===== src/rtl/phy_pkg.sv =====
// Shared types and constants for the PHY transmit path.
package phy_pkg;

   // Serializer control state: preamble, then normal data/idle traffic.
   typedef enum logic [0:0] {
      SER_SYNC,
      SER_RUN
   } ser_state_t;

   // K28.5 comma pattern used as the idle word.
   localparam logic [7:0] IDLE_WORD_DEF = 8'hBC;

endpackage


===== src/rtl/piso_shift_reg.sv =====
// Load/shift register with a registered serial output.
// On load, the first bit of the word goes straight to the output flop and
// the remaining bits are parked in the shift register.
module piso_shift_reg #(
   parameter int unsigned DATA_W    = 8,
   parameter bit          MSB_FIRST = 1'b1
) (
   input  logic              clk_8f,
   input  logic              reset_L,
   input  logic              load,
   input  logic [DATA_W-1:0] word,
   output logic              out
);

   logic [DATA_W-1:0] sreg_q, sreg_d;
   logic              out_q, out_d;

   // Next-state: load a fresh word or shift the parked bits toward the line.
   always_comb begin
      sreg_d = sreg_q;
      out_d  = out_q;
      if (load) begin
         if (MSB_FIRST) begin
            out_d  = word[DATA_W-1];
            sreg_d = word << 1;
         end else begin
            out_d  = word[0];
            sreg_d = word >> 1;
         end
      end else begin
         if (MSB_FIRST) begin
            out_d  = sreg_q[DATA_W-1];
            sreg_d = sreg_q << 1;
         end else begin
            out_d  = sreg_q[0];
            sreg_d = sreg_q >> 1;
         end
      end
   end

   // State register; reset aborts the word in flight and forces the line low.
   always_ff @(posedge clk_8f or negedge reset_L) begin
      if (!reset_L) begin
         sreg_q <= '0;
         out_q  <= 1'b0;
      end else begin
         sreg_q <= sreg_d;
         out_q  <= out_d;
      end
   end

   assign out = out_q;

endmodule


===== src/rtl/piso_serializer.sv =====
// Parallel-to-serial converter: SYNC preamble of idle words, then data words
// accepted on a valid/ready handshake at the load slot, idle words otherwise.
module piso_serializer
   import phy_pkg::*;
#(
   parameter int unsigned       DATA_W     = 8,
   parameter logic [DATA_W-1:0] IDLE_WORD  = DATA_W'(IDLE_WORD_DEF),
   parameter bit                MSB_FIRST  = 1'b1,
   parameter int unsigned       SYNC_WORDS = 4
) (
   input  logic              clk_8f,
   input  logic              reset_L,
   input  logic              enable,
   input  logic [DATA_W-1:0] data_in,
   input  logic              valid_in,
   output logic              ready_in,
   output logic              out,
   output logic              word_start,
   output logic              locked,
   output logic              idle_slot
);

   localparam int unsigned       CNT_W     = $clog2(DATA_W);
   localparam int unsigned       SYNC_W    = (SYNC_WORDS > 1) ? $clog2(SYNC_WORDS) : 1;
   localparam logic [CNT_W-1:0]  LAST_BIT  = CNT_W'(DATA_W - 1);
   localparam logic [SYNC_W-1:0] LAST_SYNC = SYNC_W'(SYNC_WORDS - 1);

   if (DATA_W < 2) begin : g_bad_data_w
      $error("piso_serializer: DATA_W must be >= 2");
   end
   if (SYNC_WORDS < 1) begin : g_bad_sync_words
      $error("piso_serializer: SYNC_WORDS must be >= 1");
   end
   if ($bits(IDLE_WORD) != DATA_W) begin : g_bad_idle_w
      $error("piso_serializer: IDLE_WORD width must equal DATA_W");
   end

   ser_state_t        state_q, state_d;
   logic [CNT_W-1:0]  bit_cnt_q, bit_cnt_d;
   logic [SYNC_W-1:0] sync_cnt_q, sync_cnt_d;
   logic              locked_q, locked_d;
   logic              idle_q, idle_d;
   logic              ws_q;
   logic              load_slot;
   logic              transfer;
   logic [DATA_W-1:0] load_word;

   assign load_slot = (bit_cnt_q == LAST_BIT);
   // No path from valid_in into ready_in.
   assign ready_in  = (state_q == SER_RUN) && load_slot && enable;
   assign transfer  = ready_in && valid_in;

   // Next-state: bit counter, FSM and word selection; FSM moves only at load slots.
   always_comb begin
      bit_cnt_d  = load_slot ? '0 : bit_cnt_q + 1'b1;
      state_d    = state_q;
      sync_cnt_d = sync_cnt_q;
      locked_d   = locked_q;
      idle_d     = idle_q;
      load_word  = IDLE_WORD;
      if (load_slot) begin
         unique case (state_q)
            SER_SYNC: begin
               idle_d     = 1'b1;
               locked_d   = 1'b0;
               sync_cnt_d = sync_cnt_q + 1'b1;
               if (sync_cnt_q == LAST_SYNC) begin
                  state_d = SER_RUN;
               end
            end
            SER_RUN: begin
               locked_d = 1'b1;
               if (transfer) begin
                  load_word = data_in;
                  idle_d    = 1'b0;
               end else begin
                  idle_d = 1'b1;
               end
            end
            default: state_d = SER_SYNC;
         endcase
      end
   end

   // Control registers; status flags update at the load edge so they align with out.
   always_ff @(posedge clk_8f or negedge reset_L) begin
      if (!reset_L) begin
         state_q    <= SER_SYNC;
         bit_cnt_q  <= LAST_BIT;
         sync_cnt_q <= '0;
         locked_q   <= 1'b0;
         idle_q     <= 1'b0;
         ws_q       <= 1'b0;
      end else begin
         state_q    <= state_d;
         bit_cnt_q  <= bit_cnt_d;
         sync_cnt_q <= sync_cnt_d;
         locked_q   <= locked_d;
         idle_q     <= idle_d;
         ws_q       <= load_slot;
      end
   end

   piso_shift_reg #(
      .DATA_W    (DATA_W),
      .MSB_FIRST (MSB_FIRST)
   ) u_shift (
      .clk_8f  (clk_8f),
      .reset_L (reset_L),
      .load    (load_slot),
      .word    (load_word),
      .out     (out)
   );

   assign word_start = ws_q;
   assign locked     = locked_q;
   assign idle_slot  = idle_q;

endmodule


===== config.mk =====
export PLATFORM = sky130hd
export DESIGN_NAME = piso_serializer
export DESIGN_NICKNAME = d
export VERILOG_FILES = /design/src/rtl/phy_pkg.sv /design/src/rtl/piso_shift_reg.sv /design/src/rtl/piso_serializer.sv
export SDC_FILE = /design/constraint.sdc
export NUM_CORES = 1
export LEC_CHECK = 0
export CORE_MARGIN = 4
export CORE_UTILIZATION = 50
export DETAILED_ROUTE_END_ITERATION = 7
export MAX_ROUTING_LAYER = met4
export PLACE_DENSITY = 0.8
export SYNTH_ARGS = -nofsm -noshare
export SYNTH_HDL_FRONTEND = slang
export SYNTH_HIERARCHICAL = 1
export SYNTH_SLANG_ARGS = --single-unit

===== constraint.sdc =====
create_clock -name clk_8f -period 2.8 [get_ports clk_8f]
set_clock_uncertainty 0.1 [all_clocks]
set_input_delay 0.56 -clock clk_8f [delete_from_list [all_inputs] [get_ports clk_8f]]
set_output_delay 0.56 -clock clk_8f [all_outputs]
set_load 0.05 [all_outputs]

== Word level (Yosys, flattened, before mapping) ==
Cells that the tools add are included.
Widths: inputs -> output; s select.

* Output and inout port bits: 5
* Input bits: 12
* Register bits: 18
* Logic and storage cells: 27

* Add/sub/neg operators: 2
* Reductions and logical operators: 4
* Equal/unequal tests: 2
* Bitwise gates (word level): 1
* Mux-type cells: 10

{| class="wikitable"
|+ Operators by type and width
! kind !! number
|-
| $mux 8 || 3
|-
| $mux 1 || 4
|-
| $pmux 1 s2 || 2
|-
| $add 3x1->3 const B || 1
|-
| $eq 3x3->1 const B || 1
|-
| $logic_and 1x1->1 || 3
|-
| $mux 3 || 1
|-
| $add 2x1->2 const B || 1
|-
| $eq 2x2->1 const B || 1
|-
| $reduce_and 2->1 || 1
|-
| $not 1->1 || 1
|}

== Logic depth before layout (Yosys ltp) ==
Gate-level depths: netlist of the first run.

* Depth in word-level cells: 7
* Mapped depth: 5

== Hierarchy ==
Netlist of the first run, hierarchy kept.

{| class="wikitable"
|+ By module, submodules not included
! module !! area an instance (um^2) !! cells an instance !! times used
|-
| piso_serializer || 412.9 || 32 || 1
|-
| piso_shift_reg || 324.1 || 17 || 1
|}

== Least setup slack after synthesis of the first run ==
OpenSTA, ideal clock, no wires.

* Kind: register to output
* Start: register bit_cnt_q[0]
* End: output port ready_in
* Path slack: 0.752 ns
* Cell stages (with the launch flop): 4
* Data required time: 2.140 ns
* Arrival time: 1.388 ns
* Path through: dfstp_2 -> ha_1 -> ha_1 -> and3_2

* Cells in the longest elaborated chain, start to end: 3

{| class="wikitable"
|+ RTL lines
! item !! RTL line !! text
|-
| start, declared || piso_serializer.sv:39 || <nowiki>logic [CNT_W-1:0] bit_cnt_q, bit_cnt_d;</nowiki>
|-
| start signal, assigned || piso_serializer.sv:96 || <nowiki>bit_cnt_q <= bit_cnt_d;</nowiki>
|-
| $eq 3x3->1 || piso_serializer.sv:48 || <nowiki>assign load_slot = (bit_cnt_q == LAST_BIT);</nowiki>
|-
| net load_slot || piso_serializer.sv:44 || <nowiki>logic load_slot;</nowiki>
|-
| $logic_and 1x1->1 (2 in a row) || piso_serializer.sv:50 || <nowiki>assign ready_in = (state_q == SER_RUN) && load_slot && enable;</nowiki>
|-
| end, declared || piso_serializer.sv:16 || <nowiki>output logic ready_in,</nowiki>
|}

The timed path passes the listed nets, and every way through them passes these cells.

== Final worst setup path of the first run ==
Same ends and word-level chain as after synthesis.

==> impl_results.md, run 1 <==
- Status: completed
- Total CTS buffers: 3
- Worst Path Required: 2.14 ns
- Crit Path Category: register to output pin
- Post-CTS sizing: 0
- Synthesized area per cell: 15.0 um2
- Tot GR Track Use: 0.150
- Leak pwr: 0.418 nW
- Worst skew pair latency: approximately 0.30 ns
- Synth Register Bits: 17
- Reg2reg path depth: 5
- Synth warnings: 6
- First-pass GRT wire length: 1.99 mm
- H-tree depth: 1
- CTS tree: built
- RSZ-0062 raised after global routing: no
- Pre-CTS setup slack: between 0.6 and 0.7 ns
- Final WL: 1.21 mm
- Worst setup SP type: register
- Core ar.: about 1400 um2
- First-pass iteration count of the detailed router: 2
- CP endpoint kind: output pin
- Inserted Diodes: 0
- Slew margin rel.: 0.511
- NetSw: 0.0964 mW
- Register area share after synthesis: 0.582
- Worst slew pin tran: 0.731 ns
- Worst-path fanout max: 3
- Final core utilization: 0.705
- Cell taking the most area after synthesis: dfrtp_1
- Hold Crit Class: register to register
- Arr. time, crit path: 1.56 ns
- PortBufs: 16
- DRT iter0 DRCs: 1
- Internal power: roughly 0.32 mW
- Max VDD drop: 0.359 mV
- Placement Rows: 13
- Final slew viol count: 0
- Max-Cap Viols: 0
- Final Wtd Congestion: 0.671
- Top-area cell type share of the netlist area: 0.475
- Avg WL per Cell: roughly 14 um
- Worst r2r src: bit_cnt_q[0]
- Final setup viols: 0
- Clk pwr share: 0.321
- Period utilization: 0.791
- Final instance area: 952 um2
- Initial antenna violation count: 0
- Peak Freq: 451 MHz
- Final Hold Slack: 0.390 ns
- Crit-path cells: ha_1 -> ha_1 -> and3_2 -> buf_12
- Comb pwr share: 0.081
- Num ports: 17
- Die Ht: 46.4 um
- RR Endpoint: sync_cnt_q[1]
- Crit path to: ready_in
- Largest cells by area after synthesis: dfrtp_1 (48%), mux2_4 (16%), dfstp_2 (11%)
- Fin. Hold Viols: 0
- Post-DP HPWL: 861 um
- Post-route ant nets: 0
- Vias: 420
- Share of cells above drive strength 1: 0.333
- Worst path max stage delay: 0.54 ns
- DP Cell Count: 80
- Pin count of the biggest net entering global routing: 18
- Pwr Density: between 400 and 500 nW/um2
- Starting Density: 0.546
- Final layout net count: between 80 and 90
- Area growth syn-to-layout: 29.2%
- R2R setup slack: 1.02 ns
- Top cell by count, worst path: ha_1
- Final Non-Filler Cells: 84
- Tmin final: 2.22 ns
- Sequential Power Share: 0.597
- Mapped Cells: 49
- Area of placed instances: 922 um2
- CP max stage cell: dfstp_2
- Synthesized Nets: 64
- DRC: 0
- Clock Tree Buf Depth: 2
- Worst-path clk slew: roughly 0.10 ns
- Num Clock Sinks: 17
- Setup TNS: 0 ns
- Setup bufs post-CTS: 0
- Via-per-instance ratio: 5.00
- Cell variety after synth: 16
- Pwr Total: 0.421 mW
- CTS Hold Buffers Added: 0
- Switching portion of total power: 0.229
- Grt total ovfl: 0
- Total die area: between 2000 and 2500 um2
- Vias in the first global route: 431
- Post-synthesis cell area: between 700 and 800 um2
- Chip Width: around 46 um
- CTS root buf: clkbuf_4
- CP Launch Point: bit_cnt_q[0]
- Setup WS post-layout: 0.584 ns
[how the worst min path moves through the flow]
stage	from	to	slack (ns)	cells past startpoint
after floorplan	reset_L	idle_slot	0.16	0
after global placement	u_shift/sreg_q[7]	u_shift/out	0.36	1
after detailed placement	u_shift/sreg_q[3]	u_shift/sreg_q[4]	0.37	1
after CTS	sync_cnt_q[0]	sync_cnt_q[0]	0.39	1
after global routing	u_shift/sreg_q[3]	u_shift/sreg_q[4]	0.40	1
final	u_shift/sreg_q[3]	u_shift/sreg_q[4]	0.39	1
[cell usage in the layout (no fill, tap or decap), types with 3 or more instances in the layout]
master and instances:
clkbuf_4 3, clkdlybuf4s50_1 15, dfrtp_1 14, dfstp_2 3, ha_1 3, inv_1 3, mux2_4 8, nor2_1 4
or2_1 5
[routing by layer]
layer  vias up  part of all wire  global-route usage  wire [um]
met3         5             0.077              0.0742         93
met1       197              0.45               0.162        541
met5         -                 0                   -          0
met2        14              0.44               0.203        532
met4         0             0.037               0.119         45
li1        204                 -                   -          -
[power by group through the flow]
stage                     combinational [mW]  sequential [mW]  clock (mW)
after global routing                  0.0372            0.252       0.159
after detailed placement              0.0346            0.256           0
after global placement                0.0338            0.256           0
final                                 0.0341            0.252       0.135
after CTS                             0.0349            0.252       0.146
after floorplan                      0.00592            0.261           0
[synth_stat cells]
library cell and n:
dfrtp_1 14, mux2_4 8, or2_1 5, nor2_1 4, dfstp_2 3, ha_1 3
inv_1 3, a21o_2 1, and2_2 1, and3_2 1, buf_6 1, mux2_2 1
nand2b_2 1, nand4_4 1, o21a_1 1, xnor2_1 1
[kinds of logic after synthesis]
group	Yosys count	share of synthesized area
buffers and inverters	4	0.0306
adders and majority gates	3	0.0509
DFF	17	0.582
and+or+nand+nor	13	0.124
AOI/OAI and AO/OA	2	0.0221
muxes	9	0.178
xor gates and xnor gates	1	0.0119
[critical path, delay by kind of cell (launching register included)]
kind	cells	cell delay (ns)
fa+ha+maj	2	0.35
buf+inv	1	0.13
flops	1	0.54
simple gates	1	0.22
[flip-flops by register name, indices dropped and copies added (netlist names)]
| register | count |
|---|---|
| bit_cnt_q | 3 |
| idle_slot | 1 |
| locked | 1 |
| state_q | 1 |
| sync_cnt_q | 2 |
| u_shift/out | 1 |
| u_shift/sreg_q | 7 |
| word_start | 1 |
[cell type report]
type / instances / area (um2)
flip-flops and latches: 17 / 429
fillers: 94 / 398
multi-input cells: 28 / 285
repair buffers: 17 / 178
clock buffers: 3 / 22.5
well taps: 15 / 18.8
inverters: 3 / 11.3
clock inverters: 1 / 7.51
Power figures use the tool's default switching activity.
==> run 2: changes to the inputs <==
- CORE_UTILIZATION: 50 -> 47
- PLACE_DENSITY: 0.8 -> 0.76
- clock period: 2.8 -> 2.2 ns (I/O delays scaled with it)
==> run 2 against run 1 <==
Effect of this change: wire length rose by 5.9%; sequential cell count did not move; sequential power rose by 27%; final area rose by 1.8%; combinational power rose by 30%.
==> impl_results.md, run 2 (same netlist as run 1, synthesis figures left out) <==
- FF+latch area: 429 um2
- Num Clock Sinks: 17
- Largest registers: u_shift/sreg_q x7, bit_cnt_q x3, sync_cnt_q x2
- Worst path max stage delay: 0.54 ns
- Chip Width: 47.6 um
- Final WL: 1.28 mm
- Placement Rows: 14
- Buf+Inv Stages, Crit Path: 1
- Peak Freq: 478 MHz
- Pwr Density: around 540 nW/um2
- Avg WL per Cell: 14.9 um
- Final core utilization: 0.651
- Crit-path cells: ha_1 -> ha_4 -> and3_2 -> buf_12
- Final setup viols: 0
- Critical path's top delay family: flip-flops
- Inserted Diodes: 0
- Starting Density: 0.495
- Worst Path Required: 1.66 ns
- Post-CTS sizing: 1
- Worst skew pair latency: 0.28 ns
- R2R setup slack: 0.41 ns
- Most common cell after layout, fill and taps aside: clkdlybuf4s50_1
- RR Endpoint: u_shift/out
- First-pass GRT wire length: between 2 and 2.5 mm
- Post-route ant nets: 0
- DRC: 0
- CTS tree: built
- Tmin final: 2.09 ns
- Vias: about 410
- DRT iter0 DRCs: 0
- Status: completed
- Clock Tree Buf Depth: 2
- Fill cells: between 100 and 150
- Tot GR Track Use: 0.151
- CP endpoint kind: output pin
- Largest register FFs: 7
- CTS Hold Buffers Added: 0
- Crit Path Category: register to output pin
- Leak pwr: 0.421 nW
- Pin count of the biggest net entering global routing: 18
- Area growth syn-to-layout: 31.6%
- CTS root buf: clkbuf_4
- Die Ht: ~48 um
- Reg2reg path depth: 5
- Period utilization: 0.950
- Worst r2r src: bit_cnt_q[0]
- Total CTS buffers: 3
- M1 WL: 541 um
- WL met3: roughly 60 um
- Num ports: 17
- Initial antenna violation count: 0
- Post-DP HPWL: 939 um
- Total die area: 2270 um2
- Arr. time, crit path: between 1.5 and 2 ns
- RSZ-0062 raised after global routing: no
- H-tree depth: 1
- Share of cells above drive strength 1: 0.343
- Met2 wire length: 656 um
- Final Wtd Congestion: a little under 0.7
- Hold Crit Class: primary input to asynchronous set/reset pin
- Final layout net count: 86
- Worst setup SP type: register
- Commonest non-fill, non-tap cells in the layout: clkdlybuf4s50_1 (15), dfrtp_1 (14), mux2_4 (8)
- Setup TNS: 0 ns
- PortBufs: 16
- Core ar.: 1490 um2
- Grt total ovfl: 0
- Worst slew pin tran: between 0.4 and 0.5 ns
- Max VDD drop: 0.395 mV
- Max-Cap Viols: 0
- Vias in the first global route: 457
- Worst-path clk slew: roughly 0.09 ns
- Largest register by flop count: u_shift/sreg_q
- First-pass iteration count of the detailed router: 1
- CP max stage cell: dfstp_2
- Multi-input combinational cell area: around 300 um2
- Final slew viol count: 0
- Setup bufs post-CTS: 0
- Fin. Hold Viols: 0
- Via-per-instance ratio: 4.79
- Worst-path fanout max: 6
- DR top layer: met4
- Slew margin rel.: 0.666
run 2: through the flow:
step                total power, mW  worst slack, ns  cells  area [um2]  hold WS (ns)
global placement              0.370            0.332     82         931         0.360
detailed placement            0.372            0.274     82         931         0.370
global route                  0.551           0.0372     86         970         0.377
finish                        0.522            0.110     86         970         0.368
floorplan                     0.339            0.272     49         737        0.0444
CTS                           0.534           0.0621     86         960         0.367
run 2: power by group:
part / total, mW / internal (mW) / switching, mW
Clock: 0.157 / 0.0703 / 0.0865
Combinational: 0.0444 / 0.0268 / 0.0175
Sequential: 0.321 / 0.318 / 0.00229
Total: 0.522 / 0.415 / 0.106
run 2: routing by layer:
metal,GRT usage,up-vias
li1,-,202
met1,0.159,198
met2,0.251,10
met3,0.0564,2
met4,0.0645,0
met5,-,-
run 2: cell type report:
| class | count | share of cell area |
|---|---|---|
| Clock buffer | 4 | 0.0271 |
| Inverter | 3 | 0.0116 |
| Multi-Input combinational cell | 28 | 0.307 |
| Sequential cell | 17 | 0.443 |
| Tap cell | 16 | 0.0206 |
| Timing Repair Buffer | 18 | 0.191 |
run 2: how the worst max path moves through the flow:
stage                 start          end  cells past startpoint
4_1_cts        bit_cnt_q[0]     ready_in                      4
6_report       bit_cnt_q[0]     ready_in                      4
3_5_place_dp   bit_cnt_q[0]  u_shift/out                      5
3_3_place_gp   bit_cnt_q[0]     ready_in                      4
2_1_floorplan  bit_cnt_q[0]     ready_in                      3
5_1_grt        bit_cnt_q[0]     ready_in                      4
==> run 3: changes to the inputs <==
- CORE_UTILIZATION: 47 -> 50
- CTS_BUF_LIST: unset -> sky130_fd_sc_hd__clkbuf_2
- PLACE_DENSITY: 0.76 -> 0.8
==> run 3 against run 2 <==
Effect of this change: setup slack got worse by 0.018 ns; worst hold slack got worse by 0.061 ns; first-iteration DRC count increased by 1; clock-buffer cell count decreased by 1; sequential power about the same; sequential share of layout area decreased by 0.23 points; critical path depth unchanged.
==> impl_results.md, run 3 (same netlist as run 1, synthesis figures left out) <==
- Status: completed
- Multi-input combinational cell area: 300 um2
- Max VDD drop: 0.379 mV
- Final Hold Slack: 0.307 ns
- PortBufs: 16
- Max-Cap Viols: 0
- Commonest non-fill, non-tap cells in the layout: clkdlybuf4s50_1 (15), dfrtp_1 (14), mux2_4 (8)
- Worst slew pin tran: 0.495 ns
- Sequential Power Share: 0.626
- Crit-path cells: ha_2 -> ha_4 -> and3_2 -> buf_12
- Hold Crit Class: primary input to asynchronous set/reset pin
- Worst skew pair latency: between 0.3 and 0.4 ns
- Vias: 427
- Reg2reg path depth: 5
- Largest register by flop count: u_shift/sreg_q
- Setup TNS: 0 ns
- Post-DP HPWL: 891 um
- Pwr Density: 526 nW/um2
- Final slew viol count: 0
- Worst-path clk slew: 0.18 ns
- R2R setup slack: 0.44 ns
- Tot GR Track Use: 0.153
- Arr. time, crit path: around 1.6 ns
- DRT iter0 DRCs: 1
- Initial antenna violation count: 0
- Final Wtd Congestion: 0.678
- Via-per-instance ratio: 4.97
- Clk pwr share: 0.289
- Comb pwr share: 0.086
- Num ports: 17
- Switching portion of total power: 0.243
- Avg WL per Cell: ~14 um
- Total die area: 2150 um2
- CP endpoint kind: output pin
- Total CTS buffers: 3
- First-pass iteration count of the detailed router: 2
- RSZ-0062 raised after global routing: no
- Most common cell after layout, fill and taps aside: clkdlybuf4s50_1
- DRC: 0
- Worst path max stage delay: 0.57 ns
- Largest registers: u_shift/sreg_q x7, bit_cnt_q x3, sync_cnt_q x2
- Grt total ovfl: 0
- Worst-path fanout max: 4
- Share of cells above drive strength 1: 0.380
- Worst r2r src: bit_cnt_q[0]
- Leak pwr: around 0.42 nW
- Inserted Diodes: 0
- Setup bufs post-CTS: 0
- Peak Freq: 474 MHz
- Vias in the first global route: around 470
- First-pass GRT wire length: 2.01 mm
- Fin. Hold Viols: 0
- Chip Width: around 46 um
- Num Clock Sinks: 17
- Worst setup SP type: register
- Worst Path Required: 1.66 ns
- FF+latch area: 429 um2
- Area growth syn-to-layout: 32.3%
- CP Launch Point: bit_cnt_q[0]
- Final WL: roughly 1.2 mm
- RR Endpoint: u_shift/out
- Placement Rows: 13
- Starting Density: 0.546
- H-tree depth: 1
- CP max stage cell: dfstp_2
- Internal power: 0.388 mW
- NetSw: 0.125 mW
- Die Ht: ~46 um
- Final layout net count: 87
- CTS root buf: clkbuf_2
- Pin count of the biggest net entering global routing: 18
- Clock Tree Buf Depth: 2
- CTS tree: built
- Crit path to: ready_in
- Final setup viols: 0
- Tmin final: 2.11 ns
- Post-route ant nets: 0
- Slew margin rel.: 0.669
- Fill cells: 97
- Crit Path Category: register to output pin
- Largest register FFs: 7
- Core ar.: 1350 um2
- Period utilization: 0.958
run 3: cell count changes in the layout (fill, tap and decap cells not counted):
cell	change
clkbuf_4	-3
ha_2	+1
clkbuf_2	+3
buf_4	+1
clkinvlp_4	+1
ha_1	-1
clkbuf_1	-1
run 3: through the flow:
stage	std cells	area [um2]	setup slack [ns]	power, mW	util
floorplan	49	737	0.272	0.339	-
global placement	82	937	0.341	0.370	0.694
detailed placement	82	937	0.327	0.371	0.694
CTS	86	962	0.0239	0.520	0.713
global route	86	975	0.0127	0.535	0.722
finish	86	975	0.0922	0.512	0.722
run 3: power groups by stage:
stage	Sequential [mW]	Combinational, mW	Clock [mW]
floorplan	0.332	0.00754	0
global placement	0.326	0.0444	0
detailed placement	0.326	0.0447	0
CTS	0.321	0.0450	0.154
global route	0.321	0.0475	0.166
finish	0.321	0.0438	0.148
run 3: repair_timing:
item / in CTS / in global routing
hold buffers: 0 / 0
endpoints found under the setup margin: 1 / 1
gates resized for setup: 1 / 2
hold endpoints to repair: 0 / 0
gates cloned: 0 / 0
run 3: area by class of cell:
type	count	share of cell area
well taps	15	0.0193
multi-input cells	28	0.308
repair buffers	19	0.198
inverters	3	0.0116
flip-flops and latches	17	0.440
clock buffers	3	0.0154
clock inverters	1	0.00770
run 3: routing by layer:
| metal | routed length [um] | share of wire | vias to the layer above | global-route usage |
|---|---|---|---|---|
| met3 | 92 | 0.076 | 5 | 0.0547 |
| met1 | 461 | 0.38 | 203 | 0.131 |
| met2 | 595 | 0.49 | 14 | 0.247 |
| met4 | 56 | 0.046 | 0 | 0.153 |
| li1 | - | - | 205 | - |
| met5 | 0 | 0 | - | - |
run 3: how the worst min path moves through the flow:
stage	from	to	slack, ns	depth (start not counted)
after floorplan	reset_L	idle_slot	0.04	0
after global placement	u_shift/sreg_q[7]	u_shift/out	0.36	1
after detailed placement	u_shift/sreg_q[3]	u_shift/sreg_q[4]	0.37	1
after CTS	reset_L	locked	0.30	2
after global routing	reset_L	word_start	0.29	2
final	reset_L	word_start	0.31	2
run 3: worst max-delay path: cells and delay by family (launching register included):
| family | cells | cell delay, ns |
|---|---|---|
| and+or+nand+nor | 1 | 0.20 |
| DFF | 1 | 0.57 |
| adders and majority gates | 2 | 0.35 |
| buffers and inverters | 1 | 0.14 |
